$ cat config.mk
export PLATFORM = sky130hd
export DESIGN_NAME = video_timing_gen
export DESIGN_NICKNAME = d
export VERILOG_FILES = /design/src/rtl/video_timing_gen.sv
export SDC_FILE = /design/constraint.sdc
export NUM_CORES = 1
export LEC_CHECK = 0
export CORE_ASPECT_RATIO = 1.5
export CORE_UTILIZATION = 49
export CTS_BUF_LIST = sky130_fd_sc_hd__clkbuf_2 sky130_fd_sc_hd__clkbuf_4 sky130_fd_sc_hd__clkbuf_8
export DETAILED_ROUTE_END_ITERATION = 7
export PLACE_DENSITY = 0.77
export SETUP_SLACK_MARGIN = 0.05
export SLEW_MARGIN = 5
export SYNTH_ARGS = -nofsm -noshare
export SYNTH_HDL_FRONTEND = slang
export SYNTH_SLANG_ARGS = --single-unit
export TNS_END_PERCENT = 100
$ cat constraint.sdc
create_clock -name pixel_clk -period 2.05 [get_ports pixel_clk]
set_input_delay 0.41 -clock pixel_clk [delete_from_list [all_inputs] [get_ports pixel_clk]]
set_output_delay 0.41 -clock pixel_clk [all_outputs]
set_load 0.005 [all_outputs]
$ cat src/rtl/video_timing_gen.sv
// Raster timing generator: free-running h/v counters gated by an enable
// handshake that only stops on a frame boundary, decoded into registered
// pixel coordinates, data enable, syncs and start-of-frame/line strobes.
module video_timing_gen #(
  parameter int unsigned H_ACTIVE = 1920,
  parameter int unsigned H_FP     = 88,
  parameter int unsigned H_SYNC   = 44,
  parameter int unsigned H_BP     = 148,
  parameter int unsigned V_ACTIVE = 1080,
  parameter int unsigned V_FP     = 4,
  parameter int unsigned V_SYNC   = 5,
  parameter int unsigned V_BP     = 36,
  parameter bit          HS_POL   = 1'b1,
  parameter bit          VS_POL   = 1'b1
) (
  input  logic        pixel_clk,
  input  logic        pixel_rst,
  input  logic        enable,
  output logic        busy,
  output logic [11:0] pixel_x,
  output logic [11:0] pixel_y,
  output logic        pixel_de,
  output logic        pixel_hs,
  output logic        pixel_vs,
  output logic        frame_start,
  output logic        line_start
);

  localparam int unsigned CNT_W   = 12;
  localparam int unsigned CMP_W   = CNT_W + 1;
  localparam int unsigned H_TOTAL = H_ACTIVE + H_FP + H_SYNC + H_BP;
  localparam int unsigned V_TOTAL = V_ACTIVE + V_FP + V_SYNC + V_BP;

  // Comparisons are done one bit wider so boundaries equal to 4096 stay exact.
  localparam logic [CMP_W-1:0] H_ACT_END  = CMP_W'(H_ACTIVE);
  localparam logic [CMP_W-1:0] H_SYN_BEG  = CMP_W'(H_ACTIVE + H_FP);
  localparam logic [CMP_W-1:0] H_SYN_END  = CMP_W'(H_ACTIVE + H_FP + H_SYNC);
  localparam logic [CMP_W-1:0] V_ACT_END  = CMP_W'(V_ACTIVE);
  localparam logic [CMP_W-1:0] V_SYN_BEG  = CMP_W'(V_ACTIVE + V_FP);
  localparam logic [CMP_W-1:0] V_SYN_END  = CMP_W'(V_ACTIVE + V_FP + V_SYNC);
  localparam logic [CNT_W-1:0] H_LAST     = CNT_W'(H_TOTAL - 1);
  localparam logic [CNT_W-1:0] V_LAST     = CNT_W'(V_TOTAL - 1);

  // Totals must fit the 12-bit counters.
  if (H_TOTAL > 4096 || V_TOTAL > 4096) begin : g_total_check
    $error("video_timing_gen: H_TOTAL/V_TOTAL exceed 12-bit counter range");
  end

  typedef enum logic [1:0] {
    S_IDLE      = 2'd0,
    S_RUN       = 2'd1,
    S_STOP_PEND = 2'd2
  } state_t;

  state_t           state_q;
  state_t           state_d;
  logic [CNT_W-1:0] h_cnt;
  logic [CNT_W-1:0] v_cnt;
  logic             frame_last;
  logic             de_c;
  logic             v_act_c;
  logic             hs_on_c;
  logic             vs_on_c;

  assign frame_last = (h_cnt == H_LAST) && (v_cnt == V_LAST);

  // State register.
  always_ff @(posedge pixel_clk) begin
    if (pixel_rst) begin
      state_q <= S_IDLE;
    end else begin
      state_q <= state_d;
    end
  end

  // Next-state: a stop request is only honoured on the last cycle of a frame.
  always_comb begin
    state_d = state_q;
    case (state_q)
      S_IDLE: begin
        if (enable) state_d = S_RUN;
      end
      S_RUN: begin
        if (!enable) state_d = S_STOP_PEND;
      end
      S_STOP_PEND: begin
        if (enable) begin
          state_d = S_RUN;
        end else if (frame_last) begin
          state_d = S_IDLE;
        end
      end
      default: state_d = S_IDLE;
    endcase
  end

  // Raster counters: held at zero when idle, otherwise advance and wrap.
  always_ff @(posedge pixel_clk) begin
    if (pixel_rst || state_q == S_IDLE) begin
      h_cnt <= '0;
      v_cnt <= '0;
    end else if (h_cnt == H_LAST) begin
      h_cnt <= '0;
      v_cnt <= (v_cnt == V_LAST) ? '0 : v_cnt + CNT_W'(1);
    end else begin
      h_cnt <= h_cnt + CNT_W'(1);
    end
  end

  // Position decode of the current counter values.
  always_comb begin
    de_c    = ({1'b0, h_cnt} < H_ACT_END) && ({1'b0, v_cnt} < V_ACT_END);
    v_act_c = ({1'b0, v_cnt} < V_ACT_END);
    hs_on_c = ({1'b0, h_cnt} >= H_SYN_BEG) && ({1'b0, h_cnt} < H_SYN_END);
    vs_on_c = ({1'b0, v_cnt} >= V_SYN_BEG) && ({1'b0, v_cnt} < V_SYN_END);
  end

  // Single output register stage; idle state is forced rather than decoding (0,0).
  always_ff @(posedge pixel_clk) begin
    if (pixel_rst || state_q == S_IDLE) begin
      busy        <= 1'b0;
      pixel_x     <= '0;
      pixel_y     <= '0;
      pixel_de    <= 1'b0;
      pixel_hs    <= ~HS_POL;
      pixel_vs    <= ~VS_POL;
      frame_start <= 1'b0;
      line_start  <= 1'b0;
    end else begin
      busy        <= 1'b1;
      pixel_x     <= de_c ? h_cnt : '0;
      pixel_y     <= v_act_c ? v_cnt : '0;
      pixel_de    <= de_c;
      pixel_hs    <= hs_on_c ? HS_POL : ~HS_POL;
      pixel_vs    <= vs_on_c ? VS_POL : ~VS_POL;
      frame_start <= de_c && (h_cnt == '0) && (v_cnt == '0);
      line_start  <= de_c && (h_cnt == '0);
    end
  end

endmodule

# ---- After elaboration in Yosys (flattened, before gate mapping)
# Index checks and enable logic that the tools add are counted.
dict set report totals {
  reg_bits 56
  input_bits 3
  out_inout_bits 30
}
dict set report classes {
  eq_ne 7
  n_mux 9
  order_cmp 6
  n_reduce_logical 14
  addsub 2
  bitwise_logic 2
}
# operator n
set op_table {}
lappend op_table {{less-than comparator 12 x 11 -> 1 bit, second input constant} 3}
lappend op_table {{adder 12 x 1 -> 12 bit, second input constant} 2}
lappend op_table {{>= comparator 12 x 11 -> 1 bit, second input constant} 2}
lappend op_table {{logical NOT 12 bit} 2}
lappend op_table {{== test 12 x 11 -> 1 bit, second input constant} 1}
lappend op_table {{== test 12 bit, second input constant} 1}
lappend op_table {{less-than comparator 12 bit, second input constant} 1}
lappend op_table {{2-to-1 mux 12 bit} 1}
lappend op_table {{2-to-1 mux 2 bit} 4}
lappend op_table {{logical AND 1 bit} 6}
lappend op_table {{case mux 2 bit (3 select lines)} 1}
lappend op_table {{OR reduction 2 bit} 3}
lappend op_table {{!= test 2 bit, second input constant} 2}
lappend op_table {{2-to-1 mux 1 bit} 3}
lappend op_table {{!= test 3 bit, second input constant} 1}
lappend op_table {{AND reduction 3 bit} 1}
lappend op_table {{== test 2 x 1 -> 1 bit, second input constant} 1}
lappend op_table {{== test 2 bit, second input constant} 1}
lappend op_table {{logical NOT 2 bit} 1}
lappend op_table {{inverter 1 bit} 2}
lappend op_table {{logical OR 1 bit} 1}

# ---- Longest topological paths before layout
dict set report depth {
  word_depth 5
  mapped_depth 7
  ltp_nobuf 6
}

# ---- Least setup slack after synthesis
# Ideal clock, no wire load.
dict set report synth_path {
  kind {reg2reg}
  startpoint {register h_cnt[3]}
  endpoint {register v_cnt[10]}
  t_arrival_ps 2132
  setup_slack_ps -152
  path_buffers 1
  path_stages_with_launch 6
  period_less_slack_ps 2202
  path_cell_list {dfxtp_1 > or4_4 > or4_1 > buf_2 > or4_1 > a21oi_1}
}
dict set report synth_between {
  elab_chain_cells 1
}
# element line_no
set synth_lines {}
lappend synth_lines {{from (decl)} 57} ;# logic [CNT_W-1:0] h_cnt;
lappend synth_lines {{from (signal assigned)} 106} ;# h_cnt <= h_cnt + CNT_W'(1);
lappend synth_lines {{== test 12 bit} 102} ;# end else if (h_cnt == H_LAST) begin
lappend synth_lines {{to (signal assigned)} 104} ;# v_cnt <= (v_cnt == V_LAST) ? '0 : v_cnt + CNT_W'(1);
lappend synth_lines {{to (decl)} 58} ;# logic [CNT_W-1:0] v_cnt;
# No other way between the ends.
# A chain may end at the register's enable or synchronous reset.

# ---- Final worst setup path
dict set report layout_path {
  startpoint {register h_cnt[9]}
  endpoint {register v_cnt[6]}
}
# The elaborated chain is that of the path after synthesis.

==> impl_metrics.env <==
export IMPL_status="complete, but fails checks"
export IMPL_failed_checks="negative setup slack"
export IMPL_cp_start_kind="flip-flop"
export IMPL_synthDistinctLibCells=31
export IMPL_vias=1818
export IMPL_syn_mean_instance_area_um2=9.38
export IMPL_ys_seq_area_frac=0.531
export IMPL_yosys_most_used_dff="dfxtp_1"
export IMPL_max_stage_delay_ns=0.53
export IMPL_synthArstFlopShare=0
export IMPL_clockBufferDepth=2
export IMPL_clock_latency_ns=0.31
export IMPL_hold_viol_final=0
export IMPL_drt_iter0_markers=35
export IMPL_antenna_found_initial=0
export IMPL_yosysTopAreaCell="dfxtp_1"
export IMPL_setup_viol=2
export IMPL_cpMostUsedCell="or4_4"
export IMPL_drc=0
export IMPL_slew_viol_final=0
export IMPL_fin_area_um2=2880
export IMPL_power_density_nw_per_um2=656
export IMPL_cts_tree="done"
export IMPL_dp_cells=319
export IMPL_fmax_mhz=487
export IMPL_p_clk_frac=0.381
export IMPL_firstDrtPassIters=7
export IMPL_rows=28
export IMPL_period_share=1.00
export IMPL_crit_family="simple AND/OR/NAND/NOR gates"
export IMPL_synthTopCellsByArea="dfxtp_1, and2_1, xnor2_1"
export IMPL_grt_overflow_total=0
export IMPL_synth_commonest_cells="dfxtp_1, and2_1, nor2_1"
export IMPL_leakagePower_uw=0.00109
export IMPL_layout_min_cycle_time_ns=2.05
export IMPL_syn_to_final_growth_pct=36.6
export IMPL_yosys_warnings=0
export IMPL_avgViaCountPerCell=5.46
export IMPL_critPathRequiredTime_ns=2.30
export IMPL_netlist_area_um2=2110
export IMPL_drive_gt1_frac=0.184
export IMPL_numClockSinks=56
export IMPL_grt_pass1_vias=1728
export IMPL_antenna_left=0
export IMPL_endpoint_kind="flip-flop"
export IMPL_crit_slowest_cell="or4_4"
export IMPL_seq_power_share=0.582
export IMPL_worst_slack_ns=-0.00488
export IMPL_io_buffers=32
export IMPL_die_w_um=55.6
export IMPL_antenna_cells=0
export IMPL_syn_inst=225
export IMPL_wl_per_cell_um=14.2
export IMPL_fillers=301
export IMPL_place_area_um2=2670
export IMPL_grt_max_degree=17
export IMPL_gp_congestion=0.807
export IMPL_clk_pin_slew_ns=0.10
export IMPL_worstPathArrival_ns=2.31
export IMPL_intPower_uw=1510
export IMPL_cap_violations=0
export IMPL_wl_mm=4.73
export IMPL_crit_buf_inv=1
export IMPL_synth_edff_count=0
export IMPL_initial_core_util=0.524
export IMPL_cts_root_buf="clkbuf_8"
export IMPL_fin_util=0.716
export IMPL_fin_setup_tns_ns=-0.00907
export IMPL_h_tree_depth=2
export IMPL_nets=294
export IMPL_ir_drop_v=0.000708
export IMPL_ys_ff_latch=56
export IMPL_p_sw_frac=0.201
export IMPL_cts_buffers=5
export IMPL_hold_path_class="reg2reg"
export IMPL_r2r_slack_ns=-0.005
export IMPL_cp_max_fo=8
export IMPL_cts_hold_buf=0
export IMPL_finalClockSkew_ns=0.00824
export IMPL_grt_util_all_layers=0.221
export IMPL_finalNonFillerCells=333
export IMPL_synth_most_common_cell="dfxtp_1"
export IMPL_hpwl_mm=3.30
export IMPL_fp_dieH_um=82.4
export IMPL_grt_pass1_wl_mm=7.74
export IMPL_die_area_um2=4580
export IMPL_netlist_area_leader_share=0.531
export IMPL_switchingPower_uw=381
export IMPL_rsz0062_at_grt="yes"
export IMPL_boundaryPins=33
export IMPL_crit_type="reg2reg"
export IMPL_crit_chain="or4_4, or4_4, buf_6, or4_1, a21oi_1"
export IMPL_comb_power_share=0.037
export IMPL_core_area_um2=4030
## cells by family after synthesis
family,count (synthesis),synth area share
and+or+nand+nor,102,0.271
DFF,56,0.531
AOI/OAI and AO/OA,28,0.0788
buffers and inverters,21,0.0385
xor gates and xnor gates,12,0.0498
adders and majority gates,4,0.0237
other,1,0.00178
muxes,1,0.00474
## worst register-to-register path, stage by stage, from the launching register on
cell	delay, ns
dfxtp_2	0.33
or4_4	0.53
or4_4	0.46
buf_6	0.15
or4_1	0.39
a21oi_1	0.13
## layout make-up
type / count / area (um^2) / share of cell area
clock inverter: 2 / 35.0 / 0.0121
timing repair buffer: 66 / 617 / 0.214
multi-input combinational: 149 / 942 / 0.327
sequential: 56 / 1120 / 0.390
inverter: 9 / 33.8 / 0.0117
tap: 45 / 56.3 / 0.0195
clock buffer: 6 / 76.3 / 0.0265
## power groups by stage
stage | logic, uW | clock network (uW) | registers [uW]
final | 70.2 | 721 | 1100
after global routing | 76.7 | 765 | 1100
after CTS | 63.4 | 736 | 1100
after detailed placement | 62.9 | 0 | 1130
after global placement | 62.0 | 0 | 1130
after floorplan | 21.3 | 0 | 1130
## routing by layer
metal  wire [um]  global-route usage  vias to the layer above
met1        1730               0.208                      850
met4         201               0.133                        0
met5           0                   0                        -
met3         180              0.0421                       18
met2        2620               0.442                       62
li1            -                   -                      888
## state kept, by name (all words and copies together) (netlist names)
name / flops
pixel_x: 12
pixel_y: 12
pixel_hs: 1
v_cnt: 12
busy: 1
h_cnt: 12
frame_start: 1
pixel_de: 1
state_q: 2
line_start: 1
pixel_vs: 1
## path summary, 6_finish.rpt
path	cells after the start	start	to
hold / removal	1	state_q[1]	state_q[0]
setup reg to reg	5	h_cnt[9]	v_cnt[6]
hold reg to reg	1	state_q[1]	state_q[0]
setup / recovery	5	h_cnt[9]	v_cnt[6]
## cell usage in the layout, fill, tap and decap left out, drive strengths merged, types with 7 or more instances in the layout
master / instances
dfxtp: 56
buf: 33
clkdlybuf4s50: 32
nor2: 17
and2: 22
clkbuf: 7
xnor2: 9
o21ai: 7
or4: 8
a21oi: 12
inv: 9
nand3: 9
nand2: 10
nor3: 7
## stage by stage
stage               hold slack, ns  total power [uW]  worst slack (ns)
finish                       0.493              1890          -0.00488
global route                 0.509              1940           -0.0643
CTS                          0.493              1900          -0.00700
detailed placement           0.481              1190           -0.0647
global placement             0.458              1190           -0.0176
floorplan                    0.437              1150           -0.0333
## repair_timing
item / 4_1_cts / 5_1_grt
setup endpoints to repair: 12 / 36
cloned: 0 / 1
buffers inserted: 5 / 0
pin swaps: 5 / 0
resized for setup: 6 / 6
(Power assumes the default switching activity.)
